**src/rtl/psg_pkg.sv**
```systemverilog
// Shared constants for the SN76489-style PSG: register addresses ({channel, type})
// and field widths, plus the tone-nibble merge helper.
package psg_pkg;

    localparam int TONE_BITS  = 10;
    localparam int VOL_BITS   = 4;
    localparam int NOISE_BITS = 3;

    localparam logic [2:0] TONE0 = 3'b000;
    localparam logic [2:0] VOL0  = 3'b001;
    localparam logic [2:0] TONE1 = 3'b010;
    localparam logic [2:0] VOL1  = 3'b011;
    localparam logic [2:0] TONE2 = 3'b100;
    localparam logic [2:0] VOL2  = 3'b101;
    localparam logic [2:0] NOISE = 3'b110;
    localparam logic [2:0] VOL3  = 3'b111;

    // Latch bytes carry the low nibble, data bytes carry the upper six bits.
    function automatic logic [TONE_BITS-1:0] tone_merge(input logic [TONE_BITS-1:0] cur,
                                                        input logic [7:0]           d);
        if (d[7])
            tone_merge = {cur[TONE_BITS-1:4], d[3:0]};
        else
            tone_merge = {d[5:0], cur[3:0]};
    endfunction

endpackage

```
**src/rtl/psg_register_bank_clock_prescaler.sv**
```systemverilog
// Free-running divider: counts 0..PRESCALE-1 and flags the terminal count as a
// one-cycle strobe.
module clock_prescaler #(
    parameter int PRESCALE = 16
) (
    input  logic i_clk,
    input  logic i_rst_n,
    output logic o_strobe
);
    localparam int CW = (PRESCALE > 2) ? $clog2(PRESCALE) : 1;
    localparam logic [CW-1:0] LAST = CW'(PRESCALE - 1);

    logic [CW-1:0] r_count;

    always_ff @(posedge i_clk) begin
        if (!i_rst_n)
            r_count <= '0;
        else if (r_count == LAST)
            r_count <= '0;
        else
            r_count <= r_count + 1'b1;
    end

    assign o_strobe = (r_count == LAST);

endmodule

```
**src/rtl/psg_register_bank.sv**
```systemverilog
// SN76489 command-byte decoder and register bank. Define PSG_PRESCALER_EN to derive
// strobe from the internal clock_prescaler; otherwise strobe is held high after reset.
module psg_register_bank
    import psg_pkg::*;
#(
    parameter int PRESCALE = 16
) (
    input  logic                  clk,
    input  logic                  rst_n,
    input  logic                  wr,
    input  logic [7:0]            data,
    output logic [TONE_BITS-1:0]  tone0,
    output logic [TONE_BITS-1:0]  tone1,
    output logic [TONE_BITS-1:0]  tone2,
    output logic [VOL_BITS-1:0]   vol0,
    output logic [VOL_BITS-1:0]   vol1,
    output logic [VOL_BITS-1:0]   vol2,
    output logic [VOL_BITS-1:0]   vol3,
    output logic [NOISE_BITS-1:0] noise_ctrl,
    output logic                  noise_reset,
    output logic                  strobe
);
    logic [2:0]            r_addr;
    logic [TONE_BITS-1:0]  r_tone0, r_tone1, r_tone2;
    logic [VOL_BITS-1:0]   r_vol0, r_vol1, r_vol2, r_vol3;
    logic [NOISE_BITS-1:0] r_noise_ctrl;
    logic                  r_noise_reset;
    logic [2:0]            w_addr;

    // A latch byte addresses itself; a data byte reuses the last latched address.
    assign w_addr = data[7] ? data[6:4] : r_addr;

    always_ff @(posedge clk) begin
        if (!rst_n) begin
            r_addr        <= TONE0;
            r_tone0       <= '0;
            r_tone1       <= '0;
            r_tone2       <= '0;
            r_vol0        <= '1;
            r_vol1        <= '1;
            r_vol2        <= '1;
            r_vol3        <= '1;
            r_noise_ctrl  <= '0;
            r_noise_reset <= 1'b0;
        end else begin
            r_noise_reset <= 1'b0;
            if (wr) begin
                if (data[7])
                    r_addr <= data[6:4];
                case (w_addr)
                    TONE0: r_tone0 <= tone_merge(r_tone0, data);
                    TONE1: r_tone1 <= tone_merge(r_tone1, data);
                    TONE2: r_tone2 <= tone_merge(r_tone2, data);
                    VOL0:  r_vol0  <= data[3:0];
                    VOL1:  r_vol1  <= data[3:0];
                    VOL2:  r_vol2  <= data[3:0];
                    VOL3:  r_vol3  <= data[3:0];
                    NOISE: begin
                        r_noise_ctrl  <= data[2:0];
                        r_noise_reset <= 1'b1;
                    end
                    default: ;
                endcase
            end
        end
    end

`ifdef PSG_PRESCALER_EN
    clock_prescaler #(
        .PRESCALE (PRESCALE)
    ) u_prescaler (
        .i_clk    (clk),
        .i_rst_n  (rst_n),
        .o_strobe (strobe)
    );
`else
    logic r_strobe;
    logic w_unused_prescale;

    assign w_unused_prescale = (PRESCALE > 1);

    always_ff @(posedge clk) begin
        if (!rst_n)
            r_strobe <= 1'b0;
        else
            r_strobe <= 1'b1;
    end

    assign strobe = r_strobe;
`endif

    assign tone0       = r_tone0;
    assign tone1       = r_tone1;
    assign tone2       = r_tone2;
    assign vol0        = r_vol0;
    assign vol1        = r_vol1;
    assign vol2        = r_vol2;
    assign vol3        = r_vol3;
    assign noise_ctrl  = r_noise_ctrl;
    assign noise_reset = r_noise_reset;

endmodule

```
**config.mk**
```make
export PLATFORM = sky130hd
export DESIGN_NAME = psg_register_bank
export DESIGN_NICKNAME = d
export VERILOG_FILES = /design/src/rtl/psg_pkg.sv /design/src/rtl/psg_register_bank_clock_prescaler.sv /design/src/rtl/psg_register_bank.sv
export SDC_FILE = /design/constraint.sdc
export NUM_CORES = 1
export LEC_CHECK = 0
export ABC_CLOCK_PERIOD_IN_PS = 1300
export BUFFER_PORTS_ARGS = -buffer_cell sky130_fd_sc_hd__buf_4
export CAP_MARGIN = 0
export CORE_MARGIN = 2
export CORE_UTILIZATION = 46
export CTS_BUF_LIST = sky130_fd_sc_hd__clkbuf_8 sky130_fd_sc_hd__clkbuf_16
export CTS_CLUSTER_SIZE = 28
export DETAILED_ROUTE_END_ITERATION = 10
export PLACE_DENSITY = 0.79
export SYNTH_ARGS = -nofsm -noshare
export SYNTH_HDL_FRONTEND = slang
export SYNTH_HIERARCHICAL = 1
export SYNTH_SLANG_ARGS = --single-unit
```
**constraint.sdc**
```tcl
create_clock -name clk -period 1.3 [get_ports clk]
set_input_delay 0.065 -clock clk [delete_from_list [all_inputs] [get_ports clk]]
set_output_delay 0.065 -clock clk [all_outputs]
set_load 0.1 [all_outputs]
```
==> results of run 1 <==
-- registers in the layout, indices dropped and copies added, names as in the netlist --
name / count
tone1: 10
vol0: 4
strobe: 1
vol2: 4
tone0: 10
tone2: 10
noise_ctrl: 3
r_addr: 3
vol3: 4
noise_reset: 1
vol1: 4
-- cell families (layout without fill, tap and decap cells) --
| family | count (synthesis) | in the layout | synth area share |
|---|---|---|---|
| mux | 29 | 29 | 0.136 |
| buf+inv | 17 | 81 | 0.0310 |
| compound gates | 53 | 53 | 0.136 |
| simple gates | 82 | 82 | 0.191 |
| flops | 54 | 54 | 0.506 |
-- per-stage QoR --
step                utilization  instance area [sq um]  setup slack (ns)
CTS                       0.635                   2800            -0.120
finish                    0.635                   2810            -0.115
floorplan                     -                   2170           -0.0343
global route              0.635                   2810            -0.196
global placement          0.612                   2700           -0.0708
detailed placement        0.612                   2700            -0.123
-- critical path, stage by stage, from the launching register on --
cell and delay, ns:
dfxtp_2 0.35, or3b_4 0.41, a211oi_4 0.36, mux2i_1 0.22
-- cells in the mapped netlist, types with 2 or more instances --
cell      number  area, sq um
mux2i_1       28          280
nand3_1       24          120
clkbuf_1      12         45.0
nand2b_1       2         12.5
dfxtp_1       54         1080
o21ai_0       23          115
nor2_1        21         78.8
nand3b_1       3         22.5
o211ai_1       3         22.5
nor2b_1        2         12.5
a21oi_1       25          125
and3b_1        3         26.3
nand2_1       19         71.3
buf_2          2         10.0
-- layout make-up --
type,instances,area share
clock buffers,6,0.0294
clock inverters,2,0.00312
inverters,2,0.00268
multi-input cells,164,0.354
flip-flops and latches,54,0.397
well taps,52,0.0232
repair buffers,71,0.190
-- report_power, final --
part / switching [mW] / total [mW] / internal, mW
registers: 0.0225 / 1.71 / 1.69
logic: 0.399 / 0.528 / 0.129
clock network: 0.516 / 0.939 / 0.423
-- repair_timing --
| action | 4_1_cts | 5_1_grt |
|---|---|---|
| endpoints found under the setup margin | 29 | 28 |
| buffers inserted | 1 | 0 |
| gates resized for setup | 1 | 3 |
| hold endpoints to repair | 0 | 0 |
| pin swaps | 1 | 0 |
-- path summary, 6_finish.rpt --
check                                 to  slack [ns]  cells past startpoint
setup reg to reg    vol0[2]$_SDFFE_PN1P_       -0.12                      3
hold / removal    r_addr[2]$_SDFFE_PN0P_        0.03                      2
setup / recovery    vol0[2]$_SDFFE_PN1P_       -0.12                      3
hold reg to reg    tone0[2]$_SDFFE_PN0P_        0.46                      2
-- per-layer routing --
layer,vias up,wire (microns),track usage
li1,947,-,-
met1,889,2310,0.258
met2,49,2440,0.332
met3,5,293,0.0569
met4,0,67,0.0692
met5,-,0,0
==> impl_metrics.csv, run 1 <==
group,metric,value,unit
run_status,status,"complete, but fails checks",
run_status,violations,"setup timing",
floorplanning,io_pins,62,
clock_network,cts_tree,"done",
synth,ys_seq_elements,54,
worst_setup_path,critPathLaunch,"r_addr[1]$_SDFFE_PN0P_",
global_route,grt-ovfl-total,0,
route,via_per_inst,5.38,
place,gp_congestion,0.807,
min_path,hold_start,"wr",
global_route,grt_max_degree,25,
route,drc,0,
global_route,grt_pass1_wl,8250,microns
global_route,grtUsageTotal,0.203,
layout,antennaDiodeCount,0,
layout,fin_cells,351,
job,drv_cap,0,
route,drt_iter0_markers,157,
pwr,power.density,1130,nW/um^2
synth,ys_seq_area_frac,0.506,
timing,finalSetupViolCount,20,
layout,fin_nets,309,
synth,synthesis.nets,246,
worst_setup_path,start_kind,"flip-flop",
synth,synth_edf_count,0,
timing,fin_hold_ws,0.0274,ns
synth,yosysUniqueCellTypes,28,
clock_network,cts_root_buf,"clkbuf_8",
clock_network,cts_hold_buf,0,
route,vias,1890,
global_route,antenna_found_initial,0,
route,totalWireLength,5110,microns
synth,synth_area,2140,sq um
timing,layout_setup_ws,-0.115,ns
route,routedWlPerCell,14.5,microns
layout,drive_gt1_frac,0.368,
floorplanning,design.core.area,4410,sq um
timing,finalCritPeriodShare,1.09,
floorplanning,die_width,72.2,microns
timing,finalHoldViolations,0,
place,dp_cells,342,
floorplanning,dieArea,5210,sq um
timing,slew_headroom,0.743,
worst_setup_path,path_class,"flip-flop to flip-flop",
pwr,p_leak,1.24,nW
timing,skew,0.00517,ns
layout,mostFrequentLayoutCells,"buf_4 (71), dfxtp_1 (29), mux2i_1 (28), a21oi_1 (25)",
synth,ys_dominant_reg_cell,"dfxtp_1",
pwr,total_power,3.18,mW
timing,fin_tns_setup,-1.03,ns
clock_network,clkLatencyLatePin,0.30,ns
place,portBuffers,61,
floorplanning,initial_core_util,0.484,
timing,finalCriticalPeriod,1.42,ns
layout,multi_input_area,993,sq um
global_route,grt_pass1_vias,1728,
timing,drv_slew,0,
synth,avgSynthCellArea,9.10,sq um
timing,clock.fmax,0.706,GHz
route,drt.antenna.violating_nets,0,
layout,fillers,397,
clock_network,clk_pin_slew_worst_paths,0.09,ns
clock_network,htree_levels,2,
route,drt_pass1_iterations,4,
synth,yosys_warnings,6,
worst_setup_path,r2r_start,"r_addr[1]$_SDFFE_PN0P_",
clock_network,cts_buffers,5,
worst_setup_path,critPathArrivalTime,1.65,ns
layout,regArea,1110,sq um
layout,final_common_cell,"buf_4",
worst_setup_path,worstSetupEndpointType,"flip-flop",
clock_network,cts.sinks,54,
clock_network,clock_path_buffers,2,
pwr,vdd_drop_max,684,uV
place,dpl.hpwl,3560,microns
worst_setup_path,crit_required,1.54,ns
floorplanning,die_h,72.2,microns
synth,syn_inst,235,
min_path,hp-class,"input pin to flip-flop",
worst_setup_path,path_max_fanout,7,
timing,tightestPinTransition,0.385,ns
floorplanning,rows,24,
timing,rsz0062_at_grt,"true",
synth,ys_async_sr_fraction,0,
layout,area_delta_synth_final,31.2,%
(Power assumes the default switching activity.)
==> run 2, diff against run 1 <==
CORE_UTILIZATION = 48   (was 46)
CTS_BUF_LIST = sky130_fd_sc_hd__clkbuf_2 sky130_fd_sc_hd__clkbuf_4 sky130_fd_sc_hd__clkbuf_8   (was sky130_fd_sc_hd__clkbuf_8 sky130_fd_sc_hd__clkbuf_16)
PLACE_DENSITY = 0.82   (was 0.79)
SETUP_SLACK_MARGIN = 0.15   (was unset)
==> impl_metrics.csv, run 2 (synthesis gave the netlist of run 1 again) <==
group,metric,value,unit
worst_setup_path,path_class,"flip-flop to flip-flop",
timing,finalHoldViolations,0,
timing,finalCriticalPeriod,1.43,ns
route,via_per_inst,5.48,
route,vias,1972,
timing,rsz0062_at_grt,"true",
layout,antennaDiodeCount,0,
timing,finalSetupViolCount,34,
route,drt.antenna.violating_nets,0,
place,portBuffers,61,
route,drt_pass1_iterations,4,
timing,layout_setup_ws,-0.128,ns
job,drv_cap,0,
pwr,p_leak,1.29,nW
route,drc,0,
timing,slew_headroom,0.752,
run_status,status,"complete, but fails checks",
worst_setup_path,worstSetupEndpointType,"flip-flop",
route,totalWireLength,5580,microns
worst_setup_path,cp_cell_sequence,"buf_4 -> buf_6 -> buf_4 -> nor3_4 -> buf_6 -> nand3_1 -> a21oi_1",
timing,clock.fmax,0.700,GHz
layout,fin_nets,318,
floorplanning,rows,24,
timing,finalCritPeriodShare,1.10,
worst_setup_path,critPathArrivalTime,1.66,ns
timing,fin_hold_ws,0.0492,ns
worst_setup_path,cp.buffers_inverters,4,
global_route,antenna_found_initial,0,
worst_setup_path,crit_required,1.53,ns
timing,tightestPinTransition,0.372,ns
clock_network,clk_pin_slew_worst_paths,0.10,ns
global_route,grt_pass1_vias,1816,
route,drt_iter0_markers,202,
clock_network,cts_root_buf,"clkbuf_8",
global_route,grt_pass1_wl,8560,microns
floorplanning,initial_core_util,0.495,
global_route,grt_max_degree,22,
pwr,vdd_drop_max,647,uV
pwr,power.density,1080,nW/um^2
timing,skew,0.0118,ns
clock_network,cts_hold_buf,0,
clock_network,htree_levels,2,
place,gp_congestion,0.784,
layout,multi_input_area,1120,sq um
global_route,grt-ovfl-total,0,
layout,regArea,1130,sq um
min_path,hp-class,"input pin to flip-flop",
clock_network,cts.sinks,54,
clock_network,clock_path_buffers,2,
layout,drive_gt1_frac,0.526,
layout,mostFrequentLayoutCells,"buf_4 (76), dfxtp_2 (43), mux2i_1 (28), nor2_1 (21), a21oi_1 (20)",
floorplanning,dieArea,5000,sq um
run_status,violations,"setup timing",
worst_setup_path,cpMaxStageDelayCell,"dfxtp_2",
worst_setup_path,critPathTopFamily,"buffers and inverters",
place,dpl.hpwl,3580,microns
floorplanning,die_width,70.7,microns
clock_network,cts_buffers,5,
floorplanning,die_h,70.7,microns
clock_network,cts_tree,"done",
worst_setup_path,slowest_delay,0.33,ns
pwr,total_power,3.26,mW
floorplanning,design.core.area,4320,sq um
clock_network,clkLatencyLatePin,0.31,ns
layout,final_common_cell,"buf_4",
global_route,grtUsageTotal,0.216,
layout,fillers,344,
route,routedWlPerCell,15.5,microns
worst_setup_path,start_kind,"flip-flop",
floorplanning,io_pins,62,
timing,drv_slew,0,
layout,area_delta_synth_final,41.5,%
worst_setup_path,path_max_fanout,7,
[run 2: changes by cell type in the layout (fill, tap and decap cells not counted), sizes merged]
cell	previous run	this run
clkinv	1	2
or3	1	2
clkbuf	6	5
inv	3	2
buf	71	79
clkinvlp	0	1
[run 2: area by class of cell]
class	count	share of cell area
Multi-Input combinational cell	165	0.372
Clock inverter	3	0.00703
Inverter	2	0.00248
Clock buffer	5	0.0227
Timing Repair Buffer	79	0.200
Tap cell	52	0.0215
Sequential cell	54	0.375
[run 2: routing by layer]
metal	GRT usage	vias up	part of all wire
li1	-	970	-
met1	0.286	929	0.43
met2	0.347	65	0.50
met3	0.0513	8	0.060
met4	0.0734	0	0.014
met5	0	-	0
[run 2: final timing paths]
check                    startpoint  slack [ns]  depth (start not counted)                endpoint
max reg2reg  r_addr[0]$_SDFFE_PN0P_       -0.13                          7   tone0[6]$_SDFFE_PN0P_
min reg2reg   tone2[6]$_SDFFE_PN0P_        0.46                          2   tone2[6]$_SDFFE_PN0P_
min                              wr        0.05                          2  r_addr[2]$_SDFFE_PN0P_
max          r_addr[0]$_SDFFE_PN0P_       -0.13                          7   tone0[6]$_SDFFE_PN0P_
[run 2: worst reg2reg max path, cell delays in order, from the launching register on]
cell and delay [ns]:
dfxtp_2 0.33, buf_4 0.13, buf_6 0.12, buf_4 0.14
nor3_4 0.22, buf_6 0.17, nand3_1 0.09, a21oi_1 0.15
[run 2: through the flow]
step,utilization,cell area [sq um],setup WS (ns),TNS (ns),instances
global placement,0.643,2780,-0.0259,-0.183,348
floorplan,-,2210,-0.0430,-0.301,235
global route,0.700,3030,-0.169,-4.05,360
detailed placement,0.643,2780,-0.0614,-0.354,348
CTS,0.676,2920,-0.0981,-1.03,359
finish,0.700,3030,-0.128,-1.92,360
[run 2: timing repair]
item / CTS / global route
pin swaps: 7 / 14
setup buffers: 1 / 1
gates cloned: 2 / 0
resized for setup: 16 / 22
endpoints found under the setup margin: 37 / 38
[run 2: report_power, final]
group	internal, mW	total (mW)	switching [mW]
Clock	0.380	0.938	0.558
Sequential	1.69	1.72	0.0223
Combinational	0.165	0.606	0.441
==> run 3, diff against run 2 <==
CORE_MARGIN = 5   (was 2)
==> impl_metrics.csv, run 3 (synthesis gave the netlist of run 1 again) <==
group,metric,value,unit
worst_setup_path,path_max_fanout,4,
route,vias,1990,
worst_setup_path,r2r_start,"r_addr[1]$_SDFFE_PN0P_",
worst_setup_path,start_kind,"flip-flop",
timing,drv_slew,0,
place,gp_congestion,0.782,
pwr,p_clk_frac,0.294,
timing,tightestPinTransition,0.430,ns
place,dpl.hpwl,3870,microns
run_status,status,"complete, but fails checks",
global_route,antenna_found_initial,0,
route,routedWlPerCell,16.6,microns
floorplanning,die_h,76.7,microns
clock_network,cts_tree,"done",
route,drc,0,
timing,clock.fmax,0.723,GHz
pwr,p_sw_frac,0.298,
pwr,vdd_drop_max,748,uV
clock_network,clock_path_buffers,2,
floorplanning,dieArea,5890,sq um
layout,antennaDiodeCount,0,
worst_setup_path,path_class,"flip-flop to flip-flop",
global_route,grt-ovfl-total,0,
clock_network,cts_root_buf,"clkbuf_8",
pwr,netSwitchingPower,0.980,mW
worst_setup_path,crit_required,1.53,ns
floorplanning,io_pins,62,
worst_setup_path,worstSetupEndpointType,"flip-flop",
timing,finalCriticalPeriod,1.38,ns
job,drv_cap,0,
clock_network,htree_levels,2,
timing,slew_headroom,0.713,
timing,finalSetupViolCount,16,
layout,mostFrequentLayoutCells,"buf_4 (76), dfxtp_2 (44), mux2i_1 (28), nand3_1 (24), a21oi_1 (22)",
pwr,seqPwrFrac,0.523,
clock_network,cts_hold_buf,0,
route,totalWireLength,5960,microns
layout,final_core_util,0.689,
place,dpl_cell_area,2780,sq um
layout,fin_nets,316,
floorplanning,initial_core_util,0.495,
floorplanning,die_width,76.7,microns
pwr,power.internal,2.30,mW
timing,layout_setup_ws,-0.0830,ns
place,portBuffers,61,
global_route,grt_pass1_vias,1963,
timing,skew,0.00365,ns
min_path,hold_start,"wr",
pwr,p_comb_frac,0.182,
route,drt.antenna.violating_nets,0,
layout,fin_area,2980,sq um
timing,rsz0062_at_grt,"true",
global_route,grt_max_degree,26,
floorplanning,design.core.area,4320,sq um
layout,final_common_cell,"buf_4",
clock_network,cts_buffers,5,
timing,finalCritPeriodShare,1.06,
timing,fin_hold_ws,0.0563,ns
run_status,violations,"setup timing",
layout,area_delta_synth_final,39.4,%
route,drt_pass1_iterations,4,
layout,drive_gt1_frac,0.516,
clock_network,clkLatencyLatePin,0.30,ns
clock_network,clk_pin_slew_worst_paths,0.09,ns
pwr,p_leak,1.29,nW
route,via_per_inst,5.56,
floorplanning,rows,24,
min_path,hp-class,"input pin to flip-flop",
route,drt_iter0_markers,157,
global_route,grt_pass1_wl,9410,microns
worst_setup_path,critPathLaunch,"r_addr[1]$_SDFFE_PN0P_",
worst_setup_path,critPathArrivalTime,1.61,ns
clock_network,cts.sinks,54,
timing,finalHoldViolations,0,
pwr,power.density,1100,nW/um^2
global_route,grtUsageTotal,0.193,
## run 3: cell count changes in the layout (fill, tap and decap cells not counted), sizes merged
cell	change
clkinv	-1
buf	-2
clkbuf	+2
clkinvlp	-1
## run 3: per-layer routing
layer	wire, microns	vias to the layer above	global-route usage	part of all wire
met4	111	0	0.0699	0.019
met5	0	-	0	0
met1	2480	944	0.243	0.42
li1	-	969	-	-
met3	400	11	0.0515	0.067
met2	2970	66	0.314	0.50
## run 3: metrics by stage
step                std cells  setup slack, ns  TNS [ns]  power (mW)
CTS                       357          -0.0860    -0.495        3.27
detailed placement        348          -0.0708    -0.357        2.30
finish                    358          -0.0830    -0.684        3.28
global placement          348          -0.0212    -0.156        2.29
floorplan                 235          -0.0430    -0.301        2.15
global route              358           -0.136     -1.69        3.40
## run 3: layout make-up
class | count | area (sq um)
fill | 363 | 1340
sequential | 54 | 1140
multi-input combinational | 165 | 1090
timing repair buffer | 77 | 582
clock buffer | 7 | 90.1
tap | 52 | 65.1
inverter | 2 | 7.51
clock inverter | 1 | 5.00
## run 3: what timing repair did
action	in CTS	in global routing
pin swaps	7	1
buffers inserted	0	0
cloned	1	1
setup endpoints to repair	37	38
gates resized for setup	15	18
## run 3: path summary, 6_finish.rpt
check                           endpoint  slack [ns]  cells past startpoint
setup / recovery    vol0[2]$_SDFFE_PN1P_       -0.08                      3
setup reg to reg    vol0[2]$_SDFFE_PN1P_       -0.08                      3
hold / removal    r_addr[2]$_SDFFE_PN0P_        0.06                      2
hold reg to reg    tone0[0]$_SDFFE_PN0P_        0.46                      2
## run 3: power groups by stage
stage,clock network (mW),logic (mW),registers (mW)
after floorplan,0,0.175,1.97
after global placement,0,0.543,1.75
after detailed placement,0,0.551,1.75
after CTS,0.987,0.567,1.71
after global routing,1.05,0.627,1.72
final,0.967,0.598,1.72
## run 3: worst max-delay path, stage by stage, from the launching register on
cell	delay [ns]
dfxtp_2	0.33
or3b_4	0.41
a211oi_4	0.35
mux2i_1	0.23
